[src/rtl/id_ex_pipe_reg.sv]
// id_ex_pipe_reg
//   ID/EX pipeline register with load-use hazard detection, branch flush
//   and global hold. A load in EX whose destination feeds the instruction
//   in ID raises Stall_out (PC and IF/ID hold) and a bubble is loaded here.
//
// Ports
//   Clk_in, Rst_n_in            clock (rising edge), async active-low reset
//   Hold_in                     global freeze; all registers keep their value
//   Flush_in                    discard the instruction entering EX
//   IFIDValid_in, IFIDReg*_in   ID-stage valid bit and rs/rt/rd specifiers
//   UsesRt_in                   ID instruction reads rt as a source
//   ReadData1/2_in, Imm_in      operands and sign-extended immediate
//   RegWrite..ALUSrc_in, ALUOp_in  decoded control
//   IDEX*_out                   registered EX-stage copy of the above
//   Stall_out                   combinational load-use stall request
//   StallCount_out              load-use bubble count
//
// Build option
//   STALL_COUNTER_EN  when defined, StallCount_out is a saturating 32-bit
//                     count of load-use bubbles; otherwise it is tied to 0.

module id_ex_pipe_reg #(
    parameter int DATA_W  = 32,
    parameter int ALUOP_W = 4
) (
    input  logic               Clk_in,
    input  logic               Rst_n_in,
    input  logic               Hold_in,
    input  logic               Flush_in,
    input  logic               IFIDValid_in,
    input  logic [4:0]         IFIDRegs_in,
    input  logic [4:0]         IFIDRegt_in,
    input  logic [4:0]         IFIDRegd_in,
    input  logic               UsesRt_in,
    input  logic [DATA_W-1:0]  ReadData1_in,
    input  logic [DATA_W-1:0]  ReadData2_in,
    input  logic [DATA_W-1:0]  Imm_in,
    input  logic               RegWrite_in,
    input  logic               MemRead_in,
    input  logic               MemWrite_in,
    input  logic               MemtoReg_in,
    input  logic               RegDst_in,
    input  logic               ALUSrc_in,
    input  logic [ALUOP_W-1:0] ALUOp_in,
    output logic               IDEXValid_out,
    output logic [4:0]         IDEXRegs_out,
    output logic [4:0]         IDEXRegt_out,
    output logic [4:0]         IDEXRegd_out,
    output logic [DATA_W-1:0]  IDEXReadData1_out,
    output logic [DATA_W-1:0]  IDEXReadData2_out,
    output logic [DATA_W-1:0]  IDEXImm_out,
    output logic               IDEXRegWrite_out,
    output logic               IDEXMemRead_out,
    output logic               IDEXMemWrite_out,
    output logic               IDEXMemtoReg_out,
    output logic               IDEXRegDst_out,
    output logic               IDEXALUSrc_out,
    output logic [ALUOP_W-1:0] IDEXALUOp_out,
    output logic               Stall_out,
    output logic [31:0]        StallCount_out
);

    logic               valid_q,    valid_d;
    logic [4:0]         rs_q,       rs_d;
    logic [4:0]         rt_q,       rt_d;
    logic [4:0]         rd_q,       rd_d;
    logic [DATA_W-1:0]  rdata1_q,   rdata1_d;
    logic [DATA_W-1:0]  rdata2_q,   rdata2_d;
    logic [DATA_W-1:0]  imm_q,      imm_d;
    logic               regwrite_q, regwrite_d;
    logic               memread_q,  memread_d;
    logic               memwrite_q, memwrite_d;
    logic               memtoreg_q, memtoreg_d;
    logic               regdst_q,   regdst_d;
    logic               alusrc_q,   alusrc_d;
    logic [ALUOP_W-1:0] aluop_q,    aluop_d;

    logic load_use;

    // Load in EX whose destination is a live source of the ID instruction.
    // rt only counts when the ID instruction actually reads it; $zero never
    // creates a dependency.
    always_comb begin
        load_use = valid_q & memread_q & (rt_q != 5'd0) & IFIDValid_in &
                   ((rt_q == IFIDRegs_in) | (UsesRt_in & (rt_q == IFIDRegt_in)));
    end

    // A flushed ID instruction is discarded upstream, so it must not stall.
    assign Stall_out = load_use & ~Flush_in;

    always_comb begin
        valid_d    = valid_q;
        rs_d       = rs_q;
        rt_d       = rt_q;
        rd_d       = rd_q;
        rdata1_d   = rdata1_q;
        rdata2_d   = rdata2_q;
        imm_d      = imm_q;
        regwrite_d = regwrite_q;
        memread_d  = memread_q;
        memwrite_d = memwrite_q;
        memtoreg_d = memtoreg_q;
        regdst_d   = regdst_q;
        alusrc_d   = alusrc_q;
        aluop_d    = aluop_q;

        if (Hold_in) begin
            // everything keeps its value
        end else if (Flush_in || load_use) begin
            // Bubble: data fields are left alone, they are don't-care once
            // the valid bit is low. Zeroed specifiers keep forwarding quiet.
            valid_d    = 1'b0;
            rs_d       = '0;
            rt_d       = '0;
            rd_d       = '0;
            regwrite_d = 1'b0;
            memread_d  = 1'b0;
            memwrite_d = 1'b0;
            memtoreg_d = 1'b0;
            regdst_d   = 1'b0;
            alusrc_d   = 1'b0;
            aluop_d    = '0;
        end else begin
            // Invalid instructions load their fields, but their control bits
            // are masked so they can never write the register file or memory.
            valid_d    = IFIDValid_in;
            rs_d       = IFIDRegs_in;
            rt_d       = IFIDRegt_in;
            rd_d       = IFIDRegd_in;
            rdata1_d   = ReadData1_in;
            rdata2_d   = ReadData2_in;
            imm_d      = Imm_in;
            regwrite_d = RegWrite_in & IFIDValid_in;
            memread_d  = MemRead_in  & IFIDValid_in;
            memwrite_d = MemWrite_in & IFIDValid_in;
            memtoreg_d = MemtoReg_in & IFIDValid_in;
            regdst_d   = RegDst_in   & IFIDValid_in;
            alusrc_d   = ALUSrc_in   & IFIDValid_in;
            aluop_d    = ALUOp_in;
        end
    end

    always_ff @(posedge Clk_in or negedge Rst_n_in) begin
        if (!Rst_n_in) begin
            valid_q    <= 1'b0;
            rs_q       <= '0;
            rt_q       <= '0;
            rd_q       <= '0;
            rdata1_q   <= '0;
            rdata2_q   <= '0;
            imm_q      <= '0;
            regwrite_q <= 1'b0;
            memread_q  <= 1'b0;
            memwrite_q <= 1'b0;
            memtoreg_q <= 1'b0;
            regdst_q   <= 1'b0;
            alusrc_q   <= 1'b0;
            aluop_q    <= '0;
        end else begin
            valid_q    <= valid_d;
            rs_q       <= rs_d;
            rt_q       <= rt_d;
            rd_q       <= rd_d;
            rdata1_q   <= rdata1_d;
            rdata2_q   <= rdata2_d;
            imm_q      <= imm_d;
            regwrite_q <= regwrite_d;
            memread_q  <= memread_d;
            memwrite_q <= memwrite_d;
            memtoreg_q <= memtoreg_d;
            regdst_q   <= regdst_d;
            alusrc_q   <= alusrc_d;
            aluop_q    <= aluop_d;
        end
    end

`ifdef STALL_COUNTER_EN
    logic [31:0] stall_cnt_q, stall_cnt_d;

    // Counts only bubbles actually inserted for load-use; saturates.
    always_comb begin
        stall_cnt_d = stall_cnt_q;
        if (load_use && !Flush_in && !Hold_in && (stall_cnt_q != '1)) begin
            stall_cnt_d = stall_cnt_q + 32'd1;
        end
    end

    always_ff @(posedge Clk_in or negedge Rst_n_in) begin
        if (!Rst_n_in) begin
            stall_cnt_q <= '0;
        end else begin
            stall_cnt_q <= stall_cnt_d;
        end
    end

    assign StallCount_out = stall_cnt_q;
`else
    assign StallCount_out = '0;
`endif

    assign IDEXValid_out     = valid_q;
    assign IDEXRegs_out      = rs_q;
    assign IDEXRegt_out      = rt_q;
    assign IDEXRegd_out      = rd_q;
    assign IDEXReadData1_out = rdata1_q;
    assign IDEXReadData2_out = rdata2_q;
    assign IDEXImm_out       = imm_q;
    assign IDEXRegWrite_out  = regwrite_q;
    assign IDEXMemRead_out   = memread_q;
    assign IDEXMemWrite_out  = memwrite_q;
    assign IDEXMemtoReg_out  = memtoreg_q;
    assign IDEXRegDst_out    = regdst_q;
    assign IDEXALUSrc_out    = alusrc_q;
    assign IDEXALUOp_out     = aluop_q;

endmodule
[config.mk]
export PLATFORM = sky130hd
export DESIGN_NAME = id_ex_pipe_reg
export DESIGN_NICKNAME = d
export VERILOG_FILES = /design/src/rtl/id_ex_pipe_reg.sv
export SDC_FILE = /design/constraint.sdc
export NUM_CORES = 1
export LEC_CHECK = 0
export ABC_AREA = 1
export CAP_MARGIN = 40
export CORE_UTILIZATION = 44
export CTS_BUF_LIST = sky130_fd_sc_hd__clkbuf_8
export DETAILED_ROUTE_END_ITERATION = 8
export GPL_TIMING_DRIVEN = 0
export HOLD_SLACK_MARGIN = 0.15
export PLACE_DENSITY = 0.89
export SLEW_MARGIN = 5
export SYNTH_ARGS = -nofsm -noshare
export SYNTH_HDL_FRONTEND = slang
export SYNTH_SLANG_ARGS = --single-unit
[constraint.sdc]
create_clock -name Clk_in -period 3.4 [get_ports Clk_in]
set_input_delay 0.68 -clock Clk_in [delete_from_list [all_inputs] [get_ports Clk_in]]
set_output_delay 0.68 -clock Clk_in [all_outputs]
set_load 0.005 [all_outputs]
## Word level (Yosys, flattened, before mapping)

Cells that the tools add are included.

| word-level totals | value |
|---|---|
| word-level logic and storage cells | 46 |
| output and inout port bits | 155 |
| register bits | 122 |

| cells by class | value |
|---|---|
| mux-type cells | 11 |
| equality and inequality tests | 2 |
| bitwise gates (word level) | 16 |
| reductions and logical operators | 3 |

Operators by type and width:

| cell | number |
|---|---|
| $mux W5 | 3 |
| $and A1 B1 Y1 | 12 |
| $eq A5 B5 Y1 | 2 |
| $mux W1 | 7 |
| $reduce_bool A5 Y1 | 1 |
| $mux W4 | 1 |
| $not A1 Y1 | 3 |
| $reduce_and A2 Y1 | 1 |
| $logic_or A1 B1 Y1 | 1 |
| $or A1 B1 Y1 | 1 |

## Depth between registers and ports, before layout

Gate-level depths: netlist of run 1.

| depth | value |
|---|---|
| word-level depth | 7 |
| depth in mapped cells | 12 |

## Worst setup path after synthesis of run 1

No wires, ideal clock.

| timing path | value |
|---|---|
| kind | input -> output |
| start | input IFIDRegt_in[3] |
| end | output Stall_out |
| data required time | 2720 ps |
| stages on the path | 10 |
| slack | 1181 ps |
| arrival | 1539 ps |
| cell sequence | inv_1 nand2_1 nand2_1 nor2_1 nand3_1 nand2_1 nand2_2 buf_4 buf_2 nor2_1 |

| between the ends | value |
|---|---|
| cells in the longest elaborated chain, start to end | 5 |

RTL lines:

| what | line | source |
|---|---|---|
| start, declared | 32 | `input logic [4:0] IFIDRegt_in,` |
| $eq A5 B5 Y1 | 85 | `((rt_q == IFIDRegs_in) \| (UsesRt_in & (rt_q == IFIDRegt_in)));` |
| $and A1 B1 Y1 | 85 |  |
| $or A1 B1 Y1 | 85 |  |
| $and A1 B1 Y1 | 84 | `load_use = valid_q & memread_q & (rt_q != 5'd0) & IFIDValid_in &` |
| $and A1 B1 Y1 | 89 | `assign Stall_out = load_use & ~Flush_in;` |
| end, declared | 59 | `output logic Stall_out,` |

No other way between the ends.

## Worst setup path in the final report of run 1

Ends and elaborated chain as after synthesis.

==> summary.txt, run 1 <==
Clock tree
  – Post-CTS setup buffers: 0
  – Clock transition at path regs: approximately 70 ps
  – Clock Path Buffers: 2
  – CTS Buf Count: 17
  – Clk sinks: 122
  – Worst-Skew Late Latency: between 400 and 500 ps
  – Gates resized, CTS repair: 0
  – Root buf cell: clkbuf_8
  – H-Tree Depth: 4
  – Post-CTS Hold Buffers: 0
  – CTS tree: done

Critical path
  – Req. time, crit path: roughly 2700 ps
  – Worst setup EP type: primary output
  – CP Data Arrival Time: between 2000 and 3000 ps
  – Setup crit start kind: primary input
  – Kind of critical path: primary input to primary output
  – CP max FO: 19

Job
  – Total of max-cap violations: 0

STA
  – RSZ-0062 raised after global routing: no
  – Min Hold Slack: between 200 and 250 ps
  – Setup Viol. Count Final: 0
  – Final min period: between 3000 and 4000 ps
  – FMAX: roughly 0.31 GHz
  – Worst Slack Setup Final: approximately 200 ps
  – Fin crit share: between 90% and 100%
  – Relative slew slack: a little over 60%
  – Worst Skew: ~14 ps
  – Worst Tran Pin Value: about 570 ps
  – Fin. max-slew vios: 0
  – Fin. Hold Viols: 0

Global route
  – Number of global-route vias before repair: between 5000 and 6000
  – First-pass GRT wire length: ~26 mm
  – Largest net degree at the start of global routing: between 60 and 70
  – Antenna violations before repair: 0
  – GR Overflow Total: 0
  – GRT Total Usage: between 20% and 30%

Cells and area
  – Most frequent cells in the layout: 277 x nand2_1, 246 x clkdlybuf4s50_1, 122 x dfrtp_1, 118 x nand3_1, 33 x buf_4
  – Area growth from synthesis to layout: 61.8%
  – Fin nets: 1049
  – ANT cells: 0
  – Layout cells sized above 1: 9.95%
  – Most common cell after layout, fill and taps aside: nand2_1
  – Final design area excluding fillers: between 8000 and 9000 sq um
  – Fillers: 878

Synthesis
  – Post-Synth XOR/XNOR Area: 0.165%
  – Number of synthesized register bits: 122
  – Adder-cell share of the synthesized area: 0%
  – Ys Warns: 0
  – Post-Synth Simple-Gate Area: ~33%
  – Seq/Total Area, Yosys: approximately 57%
  – Multiplexer share of the synthesized area: 0%
  – Cell count after synthesis: between 600 and 700
  – Mapped Area: between 5000 and 6000 sq um
  – Synthesized area per cell: around 8.5 sq um
  – Synth cell types: 16
  – Largest family of logic cells by synthesized area: simple AND/OR/NAND/NOR gates
  – Complex-gate fraction of the synthesized area: 0%

Floorplan
  – Full die area: 12500 sq um
  – Die Span Y: roughly 110 microns
  – Std-Cell Rows: 39
  – I/O pin count: about 280
  – Core ar.: about 12000 sq um
  – Initial Utilization: between 40% and 50%
  – Chip width: ~110 microns

Detailed routing
  – Antenna viol nets, final: 0
  – Routed len/inst: 15.0 microns
  – DR vias/cell: about 4.8
  – DR iter-0 viols: 359
  – Vias after detailed routing: 5121
  – Final WL: approximately 16 mm
  – Detailed-router iteration count before antenna repair: 9
  – Residual DRC: 18

Power and ir drop
  – P_leak: between 4 and 5 nW
  – VDD IR max: about 0.23 mV
  – Power Density: 477 nW/um^2

Status
  – Violated checks: DRC
  – Status: complete, but fails checks

Place
  – Routability cong.: between 0.8 and 0.9
  – Dpl cell area: roughly 8000 sq um
  – Pre-CTS setup slack: -53.8 ps
  – HPWL Detailed: 12.0 mm
  – PortBufs: ~250

Min path
  – Hold Path Class: primary input to async pin
[cells by family (layout without fill, tap and decap cells)]
logic type    Yosys count  in the layout
buf+inv                87            366
other cells             1             32
simple gates          414            414
xor+xnor                1              1
flops                 122            122
[sequential cells by signal, summed over array words and instances (netlist names)]
| name | cells |
|---|---|
| IDEXReadData2_out | 32 |
| IDEXMemRead_out | 1 |
| IDEXMemWrite_out | 1 |
| IDEXRegWrite_out | 1 |
| IDEXRegDst_out | 1 |
| IDEXALUSrc_out | 1 |
| IDEXALUOp_out | 4 |
| IDEXRegs_out | 5 |
| IDEXRegd_out | 5 |
| IDEXMemtoReg_out | 1 |
| IDEXRegt_out | 5 |
| IDEXValid_out | 1 |
| IDEXImm_out | 32 |
| IDEXReadData1_out | 32 |
[path summary, 6_finish.rpt]
| check | endpoint | depth (start not counted) | start | slack (ps) |
|---|---|---|---|---|
| worst max-delay path | Stall_out | 11 | IFIDRegt_in[3] | 200 |
| worst min-delay path | IDEXReadData2_out[11] | 1 | Rst_n_in | 220 |
| worst max register to register | IDEXReadData2_out[7] | 11 | IDEXRegt_out[3] | 1720 |
| worst min register to register | IDEXReadData1_out[19] | 2 | IDEXReadData1_out[19] | 470 |
| max in group asynchronous | IDEXReadData1_out[18] | 2 | Rst_n_in | 2470 |
| min in group Clk_in | IDEXReadData1_out[19] | 2 | IDEXReadData1_out[19] | 470 |
[cell usage after synthesis (all sizes together)]
cell    count  share of area (%)
xnor2       1               0.16
nand4       2               0.24
inv        15                1.1
clkbuf     14               0.99
conb        1              0.071
nand2     279                 20
nor2        9               0.68
buf        58                7.6
dfrtp     122                 57
nand3     118                 11
nand3b      6               0.85
[stage by stage]
step	utilization, %	TNS, ps	cells	total power [mW]
after floorplan	-	0	656	1.99
after global placement	69.6	-377670	1046	2.56
after detailed placement	69.9	-53.8	1047	2.58
after global routing	74.1	0	1078	4.31
final	74.1	0	1078	4.10
after CTS	73.9	0	1078	4.13
[layout make-up]
| class | count | area [sq um] | area share (%) |
|---|---|---|---|
| repair buffers | 248 | 2500 | 29.1 |
| multi-input cells | 447 | 1870 | 21.7 |
| plain buffers | 71 | 467 | 5.42 |
| clock inverters | 12 | 204 | 2.37 |
| clock buffers | 20 | 275 | 3.20 |
| inverters | 15 | 56.3 | 0.654 |
| flip-flops and latches | 122 | 3050 | 35.5 |
| well taps | 143 | 179 | 2.08 |
[worst max-delay path: stages]
cell and delay (ps):
clkdlybuf4s50_1 500, inv_1 60, nand2_1 50, nand2_1 50, nor2_1 110, nand3_1 80, nand2_1 110, nand2_4 100
buf_12 180, nor2_1 90, clkdlybuf4s50_1 500
[power breakdown]
group	switching, mW	internal [mW]	total, mW
Sequential	0.0993	1.62	1.72
Combinational	0.321	0.523	0.844
Clock	0.551	0.993	1.54
[routing by layer]
| metal | global-route usage, % | wire, microns | vias up |
|---|---|---|---|
| li1 | - | - | 2499 |
| met1 | 32.1 | 6470 | 2385 |
| met2 | 46.1 | 8110 | 213 |
| met3 | 7.62 | 1280 | 24 |
| met4 | 9.33 | 277 | 0 |
| met5 | 0 | 0 | - |
(Power assumes the default switching activity.)
==> run 2, diff against run 1 <==
--- a/config.mk
+++ b/config.mk
@@ -9,6 +9,7 @@
 export CAP_MARGIN = 40
 export CORE_UTILIZATION = 44
 export CTS_BUF_LIST = sky130_fd_sc_hd__clkbuf_8
+export CTS_CLUSTER_SIZE = 24
 export DETAILED_ROUTE_END_ITERATION = 8
 export GPL_TIMING_DRIVEN = 0
 export HOLD_SLACK_MARGIN = 0.15
==> results of run 2 <==
The final DEF is identical to that of run 1; final timing and power are the same.
==> run 3, diff against run 2 <==
--- a/config.mk
+++ b/config.mk
@@ -7,6 +7,7 @@
 export LEC_CHECK = 0
 export ABC_AREA = 1
 export CAP_MARGIN = 40
+export CORE_MARGIN = 8
 export CORE_UTILIZATION = 44
 export CTS_BUF_LIST = sky130_fd_sc_hd__clkbuf_8
 export CTS_CLUSTER_SIZE = 24
@@ -14,7 +15,7 @@
 export GPL_TIMING_DRIVEN = 0
 export HOLD_SLACK_MARGIN = 0.15
 export PLACE_DENSITY = 0.89
-export SLEW_MARGIN = 5
+export SLEW_MARGIN = 20
 export SYNTH_ARGS = -nofsm -noshare
 export SYNTH_HDL_FRONTEND = slang
 export SYNTH_SLANG_ARGS = --single-unit
==> run 3 against run 2 <==
Highest routed layer unchanged. Clock power down 16%. The flow now finishes without violations. Total power down 5.7%. First-iteration DRC count up 7.2%. Die area up 27%. Utilization down 2.5 points.
==> summary.txt, run 3 (synthesis gave the netlist of run 1 again) <==
Floorplan
  – Std-Cell Rows: 40
  – I/O pin count: around 280
  – Initial Utilization: between 40 and 50%
  – Full die area: roughly 16000 sq um
  – Die Span Y: about 130 microns
  – Chip width: about 130 microns
  – Core ar.: 11900 sq um

STA
  – Min Hold Slack: around 200 ps
  – Setup Viol. Count Final: 0
  – Relative slew slack: a little over three fifths
  – Fin. max-slew vios: 0
  – FMAX: between 0.3 and 0.4 GHz
  – Final min period: 3220 ps
  – RSZ-0062 raised after global routing: no
  – Fin. Hold Viols: 0
  – Worst Slack Setup Final: between 150 and 200 ps
  – Setup_tns: 0 ps
  – Worst Skew: 10.8 ps
  – Fin crit share: between 90% and 100%
  – Worst Tran Pin Value: ~560 ps

Clock tree
  – CTS Buf Count: 17
  – Root buf cell: clkbuf_8
  – H-Tree Depth: 4
  – Worst-Skew Late Latency: 450 ps
  – Clk sinks: approximately 120
  – CTS tree: done
  – Clock transition at path regs: 60 ps
  – Post-CTS setup buffers: 0
  – Clock Path Buffers: 2

Critical path
  – Kind of critical path: primary input to primary output
  – CP max FO: 19
  – Req. time, crit path: between 2000 and 3000 ps
  – Setup crit start kind: primary input
  – CP Data Arrival Time: approximately 2500 ps
  – Worst setup EP type: primary output

Power and ir drop
  – P_leak: 4.34 nW
  – Clk pwr share: about a third
  – Sw frac: between 20% and 30%
  – Int Pwr: 2.88 mW
  – Combinational share of power: ~22%
  – Sequential share of power: 44.3%
  – Sw Pwr: ~990 uW
  – Power Density: 453 nW/um^2
  – Tot Pwr: approximately 3.9 mW
  – VDD IR max: about 0.27 mV

Place
  – PortBufs: roughly 250
  – Dpl cell area: between 8000 and 9000 sq um
  – Routability cong.: approximately 0.8
  – Pre-CTS setup slack: -82.9 ps
  – Dpl cells: 1051
  – HPWL Detailed: between 10 and 15 mm

Detailed routing
  – Routed len/inst: about 17 microns
  – Vias after detailed routing: approximately 5300
  – Residual DRC: 0
  – DR iter-0 viols: roughly 390
  – Final WL: between 15 and 20 mm
  – DR vias/cell: ~4.9
  – Antenna viol nets, final: 0
  – Detailed-router iteration count before antenna repair: 4

Global route
  – Antenna violations before repair: 0
  – GR Overflow Total: 0
  – GRT Total Usage: a little under a quarter
  – Largest net degree at the start of global routing: between 60 and 70
  – First-pass GRT wire length: about 29 mm
  – Number of global-route vias before repair: 5368

Cells and area
  – Most frequent cells in the layout: 276 x nand2_1, 246 x clkdlybuf4s50_1, 122 x dfrtp_1, 118 x nand3_1, 33 x buf_4
  – Cell Count, Final, Fillers Out: between 1000 and 1500
  – Fin nets: between 1000 and 1500
  – Layout cells sized above 1: 10.3%
  – Most common cell after layout, fill and taps aside: nand2_1
  – Final design area excluding fillers: roughly 8500 sq um
  – Area growth from synthesis to layout: 60.5%
  – ANT cells: 0
  – Finished Core Util: a little under three quarters

Status
  – Status: completed

Job
  – Total of max-cap violations: 0

Min path
  – Hold Path Class: primary input to async pin
-- run 3: per-layer routing --
layer  track usage [%]  routed length (microns)
met2              38.3                     8980
met5                 0                        0
met4              10.8                      587
met3              8.65                     1660
met1              25.6                     6910
-- run 3: critical path: stages --
cell and delay (ps):
clkdlybuf4s50_1 500, inv_1 50, nand2_1 60, nand2_1 70
nor2_2 110, nand3_1 90, nand2_2 90, nand2_4 90
buf_8 170, nor2_1 100, clkdlybuf4s50_1 520
-- run 3: worst paths after layout --
kind                                        from               endpoint  slack [ps]  cells past startpoint
max in group asynchronous               Rst_n_in        IDEXImm_out[31]        2490                      2
hold / removal                          Rst_n_in  IDEXReadData1_out[11]         200                      1
setup reg to reg                 IDEXRegt_out[4]  IDEXReadData2_out[20]        1730                     11
min in group Clk_in        IDEXReadData2_out[15]  IDEXReadData2_out[15]         470                      2
setup / recovery                  IFIDRegs_in[1]              Stall_out         180                     11
hold reg to reg            IDEXReadData2_out[15]  IDEXReadData2_out[15]         470                      2
-- run 3: layout make-up --
class                      count  area (sq um)
fill                         901          3380
sequential                   122          3050
timing repair buffer         248          2500
multi-input combinational    447          1880
buffer                        71           462
clock buffer                  22           303
tap                          147           184
clock inverter                10           100
inverter                      15          56.3
-- run 3: power by group through the flow --
stage,clock network [mW],logic [mW],registers (mW)
2_1_floorplan,0,0.244,1.75
3_3_place_gp,0,0.837,1.73
3_5_place_dp,0,0.861,1.74
4_1_cts,1.32,0.866,1.71
5_1_grt,1.39,0.937,1.73
6_report,1.30,0.857,1.72
-- run 3: timing repair --
action / in CTS / in global routing
setup endpoints to repair: 1 / 1
pin swaps: 0 / 0
hold buffers: 0 / 0
resized for setup: 0 / 5
